--- src/rtl/gpu_pkg.sv ---
// Shared constants, command-word field positions and FSM state type for the
// rectangle fill engine.
package gpu_pkg;

   localparam int unsigned FB_WIDTH_DEF  = 320;
   localparam int unsigned FB_HEIGHT_DEF = 240;

   // Command word layout: [31] go toggle, [24:16] height, [8:0] width
   localparam int unsigned CMD_GO_BIT = 31;
   localparam int unsigned CMD_W_LSB  = 0;
   localparam int unsigned CMD_W_MSB  = 8;
   localparam int unsigned CMD_H_LSB  = 16;
   localparam int unsigned CMD_H_MSB  = 24;
   localparam int unsigned DIM_BITS   = CMD_W_MSB - CMD_W_LSB + 1;

   typedef enum logic [1:0] {
      IDLE  = 2'd0,
      SETUP = 2'd1,
      DRAW  = 2'd2,
      DONE  = 2'd3
   } state_e;

endpackage

--- src/rtl/gpu_rect_clip.sv ---
// Combinational rectangle clipper: trims a WxH rectangle at (x0,y0) to the
// framebuffer and returns the address of its top-left pixel.
//   x0_i, y0_i  : origin, full register width (no truncation before compare)
//   w_i, h_i    : requested size
//   empty_c     : nothing to draw
//   ew_c, eh_c  : clipped width/height (valid when !empty_c)
//   row_base_c  : y0*FB_WIDTH + x0 (valid when !empty_c)
module gpu_rect_clip
   import gpu_pkg::*;
#(
   parameter int unsigned WIDTH     = 32,
   parameter int unsigned FB_WIDTH  = FB_WIDTH_DEF,
   parameter int unsigned FB_HEIGHT = FB_HEIGHT_DEF,
   localparam int unsigned FB_ADDR_BITS = $clog2(FB_WIDTH * FB_HEIGHT)
) (
   input  logic [WIDTH-1:0]        x0_i,
   input  logic [WIDTH-1:0]        y0_i,
   input  logic [DIM_BITS-1:0]     w_i,
   input  logic [DIM_BITS-1:0]     h_i,
   output logic                    empty_c,
   output logic [DIM_BITS-1:0]     ew_c,
   output logic [DIM_BITS-1:0]     eh_c,
   output logic [FB_ADDR_BITS-1:0] row_base_c
);

   logic [WIDTH-1:0] x_room;
   logic [WIDTH-1:0] y_room;

   // Room left to the right/bottom edge; wraps when out of range, but then
   // empty_c is set and ew_c/eh_c are don't-care.
   always_comb begin
      x_room     = WIDTH'(FB_WIDTH) - x0_i;
      y_room     = WIDTH'(FB_HEIGHT) - y0_i;
      empty_c    = (x0_i >= WIDTH'(FB_WIDTH)) || (y0_i >= WIDTH'(FB_HEIGHT)) ||
                   (w_i == '0) || (h_i == '0);
      // min(w, room) never exceeds w, so the result always fits DIM_BITS
      ew_c       = (WIDTH'(w_i) < x_room) ? w_i : DIM_BITS'(x_room);
      eh_c       = (WIDTH'(h_i) < y_room) ? h_i : DIM_BITS'(y_room);
      // Constant multiplier: reduces to shift/add in synthesis
      row_base_c = FB_ADDR_BITS'(y0_i) * FB_ADDR_BITS'(FB_WIDTH) + FB_ADDR_BITS'(x0_i);
   end

endmodule

--- src/rtl/gpu_rect_fill.sv ---
// Rectangle fill engine. A change of the go bit in the command word starts a
// clipped fill of the rectangle (cursor X/Y, cmd width/height) with the colour
// index, emitting one framebuffer write per accepted valid/ready handshake.
//   clk_i, rst_i        : clock, synchronous active-high reset
//   gpu_cp_x_i/_y_i     : rectangle origin
//   gpu_index_i         : colour, low PIXEL_BITS used
//   gpu_cmd_i           : [31] go toggle, [24:16] height, [8:0] width
//   fb_addr_o/data_o    : write request payload, held while stalled
//   fb_valid_o/ready_i  : write request handshake
//   busy_o, done_o      : engine active / one-cycle completion pulse
//   pix_count_o         : running count of accepted writes
module gpu_rect_fill
   import gpu_pkg::*;
#(
   parameter int unsigned WIDTH      = 32,
   parameter int unsigned FB_WIDTH   = FB_WIDTH_DEF,
   parameter int unsigned FB_HEIGHT  = FB_HEIGHT_DEF,
   parameter int unsigned PIXEL_BITS = 8,
   localparam int unsigned FB_ADDR_BITS = $clog2(FB_WIDTH * FB_HEIGHT)
) (
   input  logic                    clk_i,
   input  logic                    rst_i,
   input  logic [WIDTH-1:0]        gpu_cp_x_i,
   input  logic [WIDTH-1:0]        gpu_cp_y_i,
   input  logic [WIDTH-1:0]        gpu_index_i,
   input  logic [WIDTH-1:0]        gpu_cmd_i,
   output logic [FB_ADDR_BITS-1:0] fb_addr_o,
   output logic [PIXEL_BITS-1:0]   fb_data_o,
   output logic                    fb_valid_o,
   input  logic                    fb_ready_i,
   output logic                    busy_o,
   output logic                    done_o,
   output logic [WIDTH-1:0]        pix_count_o
);

   state_e                  state_q, state_d;
   logic                    last_go_q, last_go_d;
   logic [WIDTH-1:0]        x0_q, x0_d, y0_q, y0_d;
   logic [DIM_BITS-1:0]     w_q, w_d, h_q, h_d;
   logic [DIM_BITS-1:0]     ew_q, ew_d, eh_q, eh_d;
   logic [DIM_BITS-1:0]     col_q, col_d, row_q, row_d;
   logic [PIXEL_BITS-1:0]   colour_q, colour_d;
   logic [FB_ADDR_BITS-1:0] row_base_q, row_base_d, addr_q, addr_d;
   logic [WIDTH-1:0]        pix_q, pix_d;
   logic                    valid_q, valid_d, busy_q, busy_d, done_q, done_d;

   logic                    clip_empty;
   logic [DIM_BITS-1:0]     clip_ew, clip_eh;
   logic [FB_ADDR_BITS-1:0] clip_row_base;

   // Only a subset of the register bits is meaningful here
   logic unused_bits;
   assign unused_bits = ^{gpu_index_i, gpu_cmd_i};

   gpu_rect_clip #(
      .WIDTH    (WIDTH),
      .FB_WIDTH (FB_WIDTH),
      .FB_HEIGHT(FB_HEIGHT)
   ) u_clip (
      .x0_i      (x0_q),
      .y0_i      (y0_q),
      .w_i       (w_q),
      .h_i       (h_q),
      .empty_c   (clip_empty),
      .ew_c      (clip_ew),
      .eh_c      (clip_eh),
      .row_base_c(clip_row_base)
   );

   // Next-state and registered-output logic
   always_comb begin
      state_d    = state_q;
      last_go_d  = last_go_q;
      x0_d       = x0_q;
      y0_d       = y0_q;
      w_d        = w_q;
      h_d        = h_q;
      ew_d       = ew_q;
      eh_d       = eh_q;
      col_d      = col_q;
      row_d      = row_q;
      colour_d   = colour_q;
      row_base_d = row_base_q;
      addr_d     = addr_q;
      pix_d      = pix_q;

      unique case (state_q)
         IDLE: begin
            // A toggle seen while busy is still pending here if the bit differs
            if (gpu_cmd_i[CMD_GO_BIT] != last_go_q) begin
               last_go_d = gpu_cmd_i[CMD_GO_BIT];
               x0_d      = gpu_cp_x_i;
               y0_d      = gpu_cp_y_i;
               w_d       = gpu_cmd_i[CMD_W_MSB:CMD_W_LSB];
               h_d       = gpu_cmd_i[CMD_H_MSB:CMD_H_LSB];
               colour_d  = gpu_index_i[PIXEL_BITS-1:0];
               state_d   = SETUP;
            end
         end
         SETUP: begin
            if (clip_empty) begin
               state_d = DONE;
            end else begin
               state_d    = DRAW;
               ew_d       = clip_ew;
               eh_d       = clip_eh;
               row_base_d = clip_row_base;
               addr_d     = clip_row_base;
               col_d      = '0;
               row_d      = '0;
            end
         end
         DRAW: begin
            // valid is always high in DRAW, so ready alone marks acceptance
            if (fb_ready_i) begin
               pix_d = pix_q + WIDTH'(1);
               if (col_q == ew_q - DIM_BITS'(1)) begin
                  if (row_q == eh_q - DIM_BITS'(1)) begin
                     state_d = DONE;
                  end else begin
                     col_d      = '0;
                     row_d      = row_q + DIM_BITS'(1);
                     row_base_d = row_base_q + FB_ADDR_BITS'(FB_WIDTH);
                     addr_d     = row_base_q + FB_ADDR_BITS'(FB_WIDTH);
                  end
               end else begin
                  col_d  = col_q + DIM_BITS'(1);
                  addr_d = addr_q + FB_ADDR_BITS'(1);
               end
            end
         end
         DONE: begin
            state_d = IDLE;
         end
         default: begin
            state_d = IDLE;
         end
      endcase

      valid_d = (state_d == DRAW);
      busy_d  = (state_d != IDLE);
      done_d  = (state_d == DONE);
   end

   // State and output registers
   always_ff @(posedge clk_i) begin
      if (rst_i) begin
         state_q    <= IDLE;
         last_go_q  <= 1'b0;
         x0_q       <= '0;
         y0_q       <= '0;
         w_q        <= '0;
         h_q        <= '0;
         ew_q       <= '0;
         eh_q       <= '0;
         col_q      <= '0;
         row_q      <= '0;
         colour_q   <= '0;
         row_base_q <= '0;
         addr_q     <= '0;
         pix_q      <= '0;
         valid_q    <= 1'b0;
         busy_q     <= 1'b0;
         done_q     <= 1'b0;
      end else begin
         state_q    <= state_d;
         last_go_q  <= last_go_d;
         x0_q       <= x0_d;
         y0_q       <= y0_d;
         w_q        <= w_d;
         h_q        <= h_d;
         ew_q       <= ew_d;
         eh_q       <= eh_d;
         col_q      <= col_d;
         row_q      <= row_d;
         colour_q   <= colour_d;
         row_base_q <= row_base_d;
         addr_q     <= addr_d;
         pix_q      <= pix_d;
         valid_q    <= valid_d;
         busy_q     <= busy_d;
         done_q     <= done_d;
      end
   end

   assign fb_addr_o   = addr_q;
   assign fb_data_o   = colour_q;
   assign fb_valid_o  = valid_q;
   assign busy_o      = busy_q;
   assign done_o      = done_q;
   assign pix_count_o = pix_q;

endmodule

--- config.mk ---
export PLATFORM = sky130hd
export DESIGN_NAME = gpu_rect_fill
export DESIGN_NICKNAME = d
export VERILOG_FILES = /design/src/rtl/gpu_pkg.sv /design/src/rtl/gpu_rect_clip.sv /design/src/rtl/gpu_rect_fill.sv
export SDC_FILE = /design/constraint.sdc
export NUM_CORES = 1
export LEC_CHECK = 0
export ABC_AREA = 1
export ABC_CLOCK_PERIOD_IN_PS = 4600
export BUFFER_PORTS_ARGS = -buffer_cell sky130_fd_sc_hd__buf_2
export CAP_MARGIN = 20
export CORE_AREA = 2 2 198 200
export DETAILED_ROUTE_END_ITERATION = 8
export DIE_AREA = 0 0 200 202
export GPL_TIMING_DRIVEN = 1
export SYNTH_ARGS = -nofsm -noshare
export SYNTH_HDL_FRONTEND = slang
export SYNTH_SLANG_ARGS = --single-unit
--- constraint.sdc ---
create_clock -name clk_i -period 4.6 [get_ports clk_i]
set_input_delay 0 -clock clk_i [delete_from_list [all_inputs] [get_ports clk_i]]
set_output_delay 0 -clock clk_i [all_outputs]
set_load 0.005 [all_outputs]
==> results.py, run 1 <==
metrics = {
    "layout": {
        "drive_gt1_share_pct": 9.99,
        "layout.nets": 2499,
        "final_cells": 2840,
        "final_common_cell": "nand2_1",
        "mostFrequentLayoutCells": "nand2_1 (492), nor2_1 (297), inv_1 (221), nand3_1 (198), dfxtp_1 (198)",
        "n_antenna_cell": 0,
        "areaGrowthSynthToFinish_pct": 20.0,
        "stdcell_area_um2": 15900,
    },
    "detailed_routing": {
        "vias": 14200,
        "drt_wl_total_um": 42800,
        "first_pass_iters": 5,
        "m1WireLength_um": 20600,
        "viasPerCell": 4.99,
        "drc": 0,
        "top_layer_used": "met4",
        "drtIter0Drc": 834,
        "wl_met2_um": 19800,
        "route.met3.wl_um": 1590,
        "drt.antenna.violating_nets": 0,
        "wl_per_cell_um": 15.1,
    },
    "flow_run": {
        "maxCapViolCount": 0,
    },
    "timing": {
        "fin_crit_ns": 3.41,
        "clock.fmax_mhz": 293,
        "period_share_pct": 74.1,
        "holdWs_ns": 0.0528,
        "tns_ns": 0,
        "clock_skew_ns": 0.00890,
        "slew_headroom_pct": 40.3,
        "setup_violations": 0,
        "hold_viol": 0,
        "slew_viol_final": 0,
        "tightest_slew_ns": 0.895,
        "rsz0062_at_grt": "no",
    },
    "clock_network": {
        "cts_max_level": 4,
        "clock_latency_ns": 0.46,
        "ctsLongestPathBuffers": 2,
        "clk_pin_slew_ns": 0.08,
        "cts_made_buffers": 17,
        "cts_tree": "yes",
        "cts.sinks": 198,
        "clock-root-buffer": "clkbuf_16",
    },
    "worst_setup_path": {
        "critPathSlowestCell": "dfxtp_1",
        "worst_ep_required_time_ns": 4.98,
        "reg2reg_from": "y0_q[1]$_SDFFE_PP0P_",
        "worst-setup-path-type": "flop to flop",
        "cp_cell_sequence": "ha_1, ha_1, fa_1, nand3_1, nand3_1, nand2_1, nand2_1, a21oi_1, xnor2_1, ha_1, inv_1, nor3_1, nand3_1, nand3_1, inv_1, nand2_1, nand3_1, nand2_1, nand3_1, a21oi_1",
        "arrival_ns": 3.79,
        "ff2ff_setup_slack_ns": 1.19,
        "cp-end-kind": "flop",
        "cp-start-kind": "flop",
        "r2r-end": "row_base_q[16]$_SDFFE_PP0P_",
        "cp_common_cell": "nand3_1",
        "critPathMaxStageDelay_ns": 0.45,
        "reg2regPathDepth": 20,
        "worstPathMaxFanout": 4,
    },
    "grt": {
        "grt_pass1_wl_um": 69400,
        "grt_overflow_total": 0,
        "antenna_found_initial": 0,
        "grt.total_usage_pct": 21.5,
        "grt_start_max_net_pins": 119,
        "first_global_vias": 13500,
    },
    "worst_hold_path": {
        "min_path_type": "primary input to flop",
        "hold_end": "pix_count_o[0]$_SDFFE_PP0P_",
        "min_from": "fb_ready_i",
        "hold_depth": 4,
    },
    "logic_synthesis": {
        "syn_area_per_cell_um2": 6.31,
        "synthCells": 2105,
        "synth-seq-cells": 198,
        "synth_nets": 2292,
        "synth_area_um2": 13300,
        "yosysUniqueCellTypes": 46,
        "ys_seq_area_share_pct": 29.9,
        "synth_warnings": 0,
    },
    "power_and_ir_drop": {
        "pwr_density_cell_nw_per_um2": 584,
        "p_leak_nw": 7.22,
        "peakVddDrop_mv": 0.277,
    },
    "placed_design": {
        "place.gp.congestion": 0.895,
        "dp_cells": 2719,
        "hpwl_um": 32000,
        "placed_area_um2": 14500,
        "port_buffers": 153,
    },
    "floorplanning": {
        "dieArea_um2": 40400,
        "core_um2": 38300,
        "die_h_um": 202,
        "fp.dieW_um": 200,
        "rows": 72,
        "pin_count": 191,
        "start_util_pct": 34.7,
    },
    "run_status": {
        "status": "finished, final reports clean",
    },
}
==> synthesized netlist by cell type, drive strengths merged <==
cell type / n / area [µm²]
a211oi: 2 / 15.0
xnor2: 31 / 272
inv: 228 / 856
o31ai: 2 / 15.0
nand3: 205 / 1060
a21o: 2 / 15.0
buf: 18 / 115
and3: 3 / 18.8
a21oi: 173 / 877
o21a: 2 / 15.0
clkinv: 1 / 3.75
nor4: 11 / 75.1
dfxtp: 198 / 3960
nand4: 44 / 282
nor2: 309 / 1200
nor3b: 4 / 41.3
ha: 54 / 676
fa: 2 / 40.0
nand3b: 9 / 71.3
xor2: 63 / 552
o2111ai: 1 / 8.76
and2: 4 / 25.0
a31oi: 3 / 18.8
or2: 5 / 31.3
nor3: 36 / 180
o211ai: 1 / 7.51
clkbuf: 47 / 176
nand2: 498 / 1900
o21ai: 141 / 706
o21bai: 8 / 60.1
==> cell families (layout without fill, tap and decap cells) <==
logic type | Yosys count | in the layout | synth area share, %
buffers and inverters | 294 | 511 | 8.67
and+or+nand+nor | 1128 | 1128 | 36.8
adders and majority gates | 56 | 56 | 5.39
xor gates and xnor gates | 94 | 94 | 6.20
AOI/OAI and AO/OA | 335 | 335 | 13.1
DFF | 198 | 198 | 29.9
==> area by class of cell <==
class,instances,area (µm²)
Sequential cell,198,3960
Timing Repair Buffer,253,1760
Clock buffer,18,429
Clock inverter,11,101
Tap cell,518,648
Multi-Input combinational cell,1613,8170
Fill cell,4150,22300
Inverter,229,861
==> through the flow <==
stage          util (%)  total power [mW]  setup WS [ns]
3_5_place_dp       37.8              7.73           1.24
6_report           41.6              9.30           1.19
3_3_place_gp       37.8              7.69           1.34
4_1_cts            41.6              9.29           1.23
5_1_grt            41.6              10.2          0.846
2_1_floorplan         -              6.20           1.64
==> sequential cells by signal, indices dropped and copies added, names as in the netlist, 17 cells and up <==
register / flops
fb_addr_o: 17
row_base_q: 17
pix_count_o: 32
y0_q: 32
x0_q: 32
==> routing by layer <==
| layer | GRT usage (%) | up-vias |
|---|---|---|
| li1 | - | 7277 |
| met1 | 29.2 | 6528 |
| met2 | 35.5 | 318 |
| met3 | 2.39 | 44 |
| met4 | 6.59 | 0 |
| met5 | 0 | - |
==> worst max path at each step <==
stage | startpoint | end | slack (ns) | cells after the start
after detailed placement | y0_q[1]$_SDFFE_PP0P_ | row_base_q[16]$_SDFFE_PP0P_ | 1.24 | 20
after global placement | y0_q[1]$_SDFFE_PP0P_ | row_base_q[16]$_SDFFE_PP0P_ | 1.34 | 20
after CTS | y0_q[1]$_SDFFE_PP0P_ | row_base_q[16]$_SDFFE_PP0P_ | 1.23 | 20
final | y0_q[1]$_SDFFE_PP0P_ | row_base_q[16]$_SDFFE_PP0P_ | 1.19 | 20
after floorplan | y0_q[1]$_SDFFE_PP0P_ | row_base_q[16]$_SDFFE_PP0P_ | 1.64 | 20
after global routing | y0_q[1]$_SDFFE_PP0P_ | row_base_q[16]$_SDFFE_PP0P_ | 0.85 | 20
==> critical path, delay by kind of cell (launching register included) <==
family	cells	cell delay, ns
buffers and inverters	2	0.12
flip-flops	1	0.45
AND/OR/NAND/NOR	11	1.10
XOR/XNOR	1	0.09
AO/OA/AOI/OAI	2	0.32
adder cells (fa/ha/maj)	4	1.25
==> where the power goes <==
| part | switching, mW | internal, mW | total, mW | leakage (nW) |
|---|---|---|---|---|
| Combinational | 3.58 | 1.68 | 5.26 | 5.34 |
| Sequential | 0.471 | 2.11 | 2.58 | 1.62 |
| Clock | 0.721 | 0.742 | 1.46 | 0.263 |
| Total | 4.77 | 4.53 | 9.30 | 7.22 |
==> repair_timing <==
| action | in CTS | in global routing |
|---|---|---|
| buffers inserted | 0 | 0 |
| setup endpoints to repair | 0 | 0 |
| endpoints found under the hold margin | 92 | 0 |
| resized for setup | 0 | 0 |
| hold buffers | 91 | 0 |
No activity file was read; power rests on OpenSTA's default activity.
==> inputs of run 2 (changes only) <==
ABC_CLOCK_PERIOD_IN_PS = 3200   (was 4600)
clock period = 3.2 ns   (was 4.6 ns; I/O delays follow)
==> results.py, run 2 (synthesis gave the netlist of run 1 again) <==
metrics = {
    "layout": {
        "areaGrowthSynthToFinish_pct": 23.3,
        "stdcell_area_um2": 16400,
        "mostFrequentLayoutCells": "nand2_1 (492), nor2_1 (297), inv_1 (219), dfxtp_1 (196), nand3_1 (193)",
        "seq_area_um2": 3970,
        "final_common_cell": "nand2_1",
        "drive_gt1_share_pct": 12.4,
        "final_cells": 2884,
        "multi_input_area_um2": 8240,
        "layout.nets": 2540,
        "fillerInstances": 4091,
        "n_antenna_cell": 0,
    },
    "placed_design": {
        "port_buffers": 153,
        "dp_cells": 2761,
        "dp_worst_setup_slack_ns": 0.0164,
        "hpwl_um": 33000,
        "placed_area_um2": 14800,
        "place.gp.congestion": 0.924,
    },
    "grt": {
        "grt_pass1_wl_um": 69600,
        "grt_start_max_net_pins": 76,
        "grt_overflow_total": 0,
        "grt.total_usage_pct": 21.5,
        "antenna_found_initial": 0,
        "first_global_vias": 13800,
    },
    "flow_run": {
        "maxCapViolCount": 0,
    },
    "clock_network": {
        "cts_made_buffers": 17,
        "clock_latency_ns": 0.46,
        "clk_pin_slew_ns": 0.08,
        "clock-root-buffer": "clkbuf_16",
        "cts_tree": "yes",
        "cts.sinks": 198,
        "ctsLongestPathBuffers": 2,
        "cts_max_level": 4,
    },
    "power_and_ir_drop": {
        "sequentialPowerShare_pct": 26.1,
        "switching_share_pct": 50.6,
        "pwr_density_cell_nw_per_um2": 852,
        "clkPwrFrac_pct": 15.8,
        "switching_power_mw": 7.06,
        "internal_power_mw": 6.88,
        "comb_power_share_pct": 58.1,
        "peakVddDrop_mv": 0.528,
        "p_leak_nw": 7.45,
    },
    "detailed_routing": {
        "drc": 0,
        "viasPerCell": 5.00,
        "first_pass_iters": 5,
        "drtIter0Drc": 877,
        "drt_wl_total_um": 43200,
        "wl_per_cell_um": 15.0,
        "drt.antenna.violating_nets": 0,
        "vias": 14400,
    },
    "worst_setup_path": {
        "critPathMaxStageDelay_ns": 0.37,
        "arrival_ns": 3.46,
        "worst-setup-path-type": "flop to flop",
        "r2r-end": "row_base_q[16]$_SDFFE_PP0P_",
        "critPathSlowestCell": "ha_2",
        "cp_cell_sequence": "ha_1, ha_2, fa_2, nand3_2, nand3_2, xor2_1, inv_1, ha_2, inv_1, o21ai_0, a31oi_1, nand3_2, inv_1, nand2_1, nand3_2, nand2_1, nand3_1, a21oi_2",
        "worstPathMaxFanout": 5,
        "worst_ep_required_time_ns": 3.58,
        "cp_common_cell": "nand3_2",
        "critPathCapture": "row_base_q[16]$_SDFFE_PP0P_",
        "ff2ff_setup_slack_ns": 0.12,
        "cp-end-kind": "flop",
        "reg2reg_from": "y0_q[3]$_SDFFE_PP0P_",
        "crit_start": "y0_q[3]$_SDFFE_PP0P_",
        "cp-start-kind": "flop",
        "reg2regPathDepth": 18,
    },
    "timing": {
        "holdWs_ns": 0.0381,
        "clock_skew_ns": 0.0122,
        "clock.fmax_mhz": 325,
        "slew_viol_final": 0,
        "hold_viol": 0,
        "rsz0062_at_grt": "yes",
        "tightest_slew_ns": 0.869,
        "setup_violations": 0,
        "slew_headroom_pct": 42.1,
        "finalWorstSetupSlack_ns": 0.119,
        "tns_ns": 0,
        "fin_crit_ns": 3.08,
        "period_share_pct": 96.3,
    },
    "worst_hold_path": {
        "min_path_type": "primary input to flop",
    },
    "floorplanning": {
        "dieArea_um2": 40400,
        "fp.dieW_um": 200,
        "core_um2": 38300,
        "rows": 72,
        "start_util_pct": 34.7,
        "die_h_um": 202,
        "pin_count": 191,
    },
    "run_status": {
        "status": "finished, final reports clean",
    },
}
run 2: changes by cell type in the layout (fill, tap and decap cells not counted), sizes merged:
| cell | change |
|---|---|
| buf | +41 |
| clkbuf | +3 |
| clkinv | -1 |
| clkinvlp | +1 |
run 2: metrics by stage:
stage | utilization, % | total power [mW]
2_1_floorplan | - | 8.91
3_3_place_gp | 38.7 | 11.4
3_5_place_dp | 38.7 | 11.5
4_1_cts | 42.6 | 13.8
5_1_grt | 42.8 | 15.2
6_report | 42.8 | 13.9
run 2: area by class of cell:
class | instances | share of cell area (%)
sequential | 198 | 24.2
tap | 518 | 3.96
clock buffer | 21 | 2.87
timing repair buffer | 294 | 12.7
multi-input combinational | 1613 | 50.3
clock inverter | 11 | 0.673
inverter | 229 | 5.26
run 2: routing by layer:
layer,track usage [%],wire length (µm)
met1,29.2,20600
met2,34.7,19600
met3,2.75,1830
met4,7.80,1130
met5,0,0
run 2: how the worst min path moves through the flow:
stage	start	endpoint	slack (ns)	cells after the start
3_5_place_dp	gpu_cmd_i[31]	last_go_q$_SDFFE_PP0P_	0.26	3
6_report	fb_ready_i	pix_count_o[0]$_SDFFE_PP0P_	0.04	4
4_1_cts	fb_ready_i	pix_count_o[0]$_SDFFE_PP0P_	0.03	4
5_1_grt	fb_ready_i	pix_count_o[0]$_SDFFE_PP0P_	0.06	4
2_1_floorplan	rst_i	state_q[1]$_SDFF_PP0_	0.08	1
3_3_place_gp	gpu_cmd_i[31]	last_go_q$_SDFFE_PP0P_	0.25	3
run 2: timing repair:
action                                  4_1_cts  5_1_grt
buffers inserted                              0        0
endpoints found under the hold margin        92        0
endpoints found under the setup margin        1        7
pin swaps                                     0        6
hold buffers                                 91        0
gates resized for setup                       1       20
run 2: worst max-delay path, delay by kind of cell (launching register included):
kind,cells,cell delay (ns)
AO/OA/AOI/OAI,3,0.57
XOR/XNOR,1,0.13
adder cells (fa/ha/maj),4,1.23
buffers and inverters,3,0.17
flip-flops,1,0.35
AND/OR/NAND/NOR,7,0.56
run 2: power by group through the flow:
stage	registers, mW	logic (mW)	clock network [mW]
after floorplan	3.51	5.39	0
after global placement	3.67	7.75	0
after detailed placement	3.68	7.78	0
after CTS	3.63	7.92	2.27
after global routing	3.72	9.10	2.35
final	3.64	8.10	2.20
==> inputs of run 3 (changes only) <==
CTS_BUF_LIST = sky130_fd_sc_hd__clkbuf_16   (was unset)
==> results.py, run 3 (synthesis gave the netlist of run 1 again) <==
metrics = {
    "floorplanning": {
        "pin_count": 191,
        "rows": 72,
        "core_um2": 38300,
        "dieArea_um2": 40400,
        "die_h_um": 202,
        "fp.dieW_um": 200,
        "start_util_pct": 34.7,
    },
    "detailed_routing": {
        "drc": 0,
        "drt.antenna.violating_nets": 0,
        "drt_wl_total_um": 43200,
        "wl_per_cell_um": 15.0,
        "first_pass_iters": 5,
        "drtIter0Drc": 900,
        "viasPerCell": 5.00,
        "vias": 14400,
    },
    "worst_setup_path": {
        "worst-setup-path-type": "flop to flop",
        "cp-end-kind": "flop",
        "worst_ep_required_time_ns": 3.58,
        "arrival_ns": 3.47,
        "critPathCapture": "row_base_q[16]$_SDFFE_PP0P_",
        "r2r-end": "row_base_q[16]$_SDFFE_PP0P_",
        "cp-start-kind": "flop",
        "crit_start": "y0_q[3]$_SDFFE_PP0P_",
        "worstPathMaxFanout": 5,
        "reg2reg_from": "y0_q[3]$_SDFFE_PP0P_",
        "reg2regPathDepth": 18,
        "ff2ff_setup_slack_ns": 0.12,
    },
    "clock_network": {
        "ctsLongestPathBuffers": 2,
        "cts_tree": "yes",
        "cts_setup_buffers": 0,
        "clk_pin_slew_ns": 0.08,
        "clock-root-buffer": "clkbuf_16",
        "cts.sinks": 198,
        "clock_latency_ns": 0.46,
        "cts_made_buffers": 17,
        "cts_max_level": 4,
    },
    "timing": {
        "tightest_slew_ns": 0.867,
        "period_share_pct": 96.3,
        "hold_viol": 0,
        "rsz0062_at_grt": "yes",
        "setup_violations": 0,
        "finalWorstSetupSlack_ns": 0.119,
        "slew_viol_final": 0,
        "clock_skew_ns": 0.0115,
        "slew_headroom_pct": 42.2,
        "tns_ns": 0,
        "clock.fmax_mhz": 325,
        "fin_crit_ns": 3.08,
        "holdWs_ns": 0.0388,
    },
    "layout": {
        "areaGrowthSynthToFinish_pct": 23.0,
        "drive_gt1_share_pct": 12.3,
        "mostFrequentLayoutCells": "nand2_1 (492), nor2_1 (297), inv_1 (220), dfxtp_1 (196), nand3_1 (193)",
        "final_common_cell": "nand2_1",
        "n_antenna_cell": 0,
        "final_cells": 2884,
        "layout.nets": 2540,
    },
    "grt": {
        "first_global_vias": 13800,
        "grt_start_max_net_pins": 76,
        "grt_pass1_wl_um": 69600,
        "grt_overflow_total": 0,
        "grt.total_usage_pct": 21.5,
        "antenna_found_initial": 0,
    },
    "placed_design": {
        "dp_worst_setup_slack_ns": 0.0164,
        "place.gp.congestion": 0.924,
        "dp_cells": 2761,
        "port_buffers": 153,
        "hpwl_um": 33000,
    },
    "power_and_ir_drop": {
        "totalPowerFinal_mw": 13.9,
        "p_leak_nw": 7.44,
        "peakVddDrop_mv": 0.530,
        "pwr_density_cell_nw_per_um2": 848,
    },
    "worst_hold_path": {
        "min_path_type": "primary input to flop",
    },
    "run_status": {
        "status": "finished, final reports clean",
    },
    "flow_run": {
        "maxCapViolCount": 0,
    },
}
## run 3: changes by cell type in the layout (fill, tap and decap cells not counted), sizes merged
| cell | change |
|---|---|
| clkbuf | -4 |
| clkinv | +3 |
| inv | +1 |
## run 3: report_power, final
| group | leakage [nW] | switching, mW | internal, mW |
|---|---|---|---|
| Clock | 0.270 | 1.05 | 1.08 |
| Sequential | 1.62 | 0.611 | 3.03 |
| Combinational | 5.55 | 5.39 | 2.70 |
| Total | 7.44 | 7.05 | 6.81 |
## run 3: layout make-up
type                       instances  area (µm²)
tap                              518         648
clock inverter                    15         125
timing repair buffer             294        2080
clock buffer                      17         425
inverter                         229         861
multi-input combinational       1613        8240
sequential                       198        3970
fill                            4093       21900
## run 3: metrics by stage
stage | util, % | cell area, µm²
CTS | 42.5 | 16300
detailed placement | 38.7 | 14800
global placement | 38.7 | 14800
finish | 42.7 | 16300
floorplan | - | 13300
global route | 42.7 | 16300
## run 3: per-layer routing
metal / track usage (%) / routed length, µm
met1: 29.2 / 20500
met2: 34.8 / 19600
met3: 2.75 / 1950
met4: 7.80 / 1160
met5: 0 / 0
## run 3: what timing repair did
action | CTS | global route
setup endpoints to repair | 1 | 7
resized for setup | 1 | 20
hold buffers | 91 | 0
hold endpoints to repair | 92 | 0
pin swaps | 0 | 6
cloned | 0 | 0
## run 3: how the worst min path moves through the flow
stage / startpoint / end / cells past startpoint
2_1_floorplan: rst_i / state_q[1]$_SDFF_PP0_ / 1
3_3_place_gp: gpu_cmd_i[31] / last_go_q$_SDFFE_PP0P_ / 3
3_5_place_dp: gpu_cmd_i[31] / last_go_q$_SDFFE_PP0P_ / 3
4_1_cts: fb_ready_i / pix_count_o[0]$_SDFFE_PP0P_ / 4
5_1_grt: fb_ready_i / pix_count_o[0]$_SDFFE_PP0P_ / 4
6_report: fb_ready_i / pix_count_o[0]$_SDFFE_PP0P_ / 4
## run 3: critical path: stages (launching register included)
cell	delay (ns)
dfxtp_2	0.35
ha_1	0.29
ha_2	0.21
fa_2	0.36
nand3_2	0.08
nand3_2	0.08
xor2_1	0.13
inv_1	0.06
ha_2	0.37
inv_1	0.07
o21ai_0	0.29
a31oi_1	0.14
nand3_2	0.10
inv_1	0.04
nand2_1	0.06
nand3_2	0.07
nand2_1	0.08
nand3_1	0.09
a21oi_2	0.14
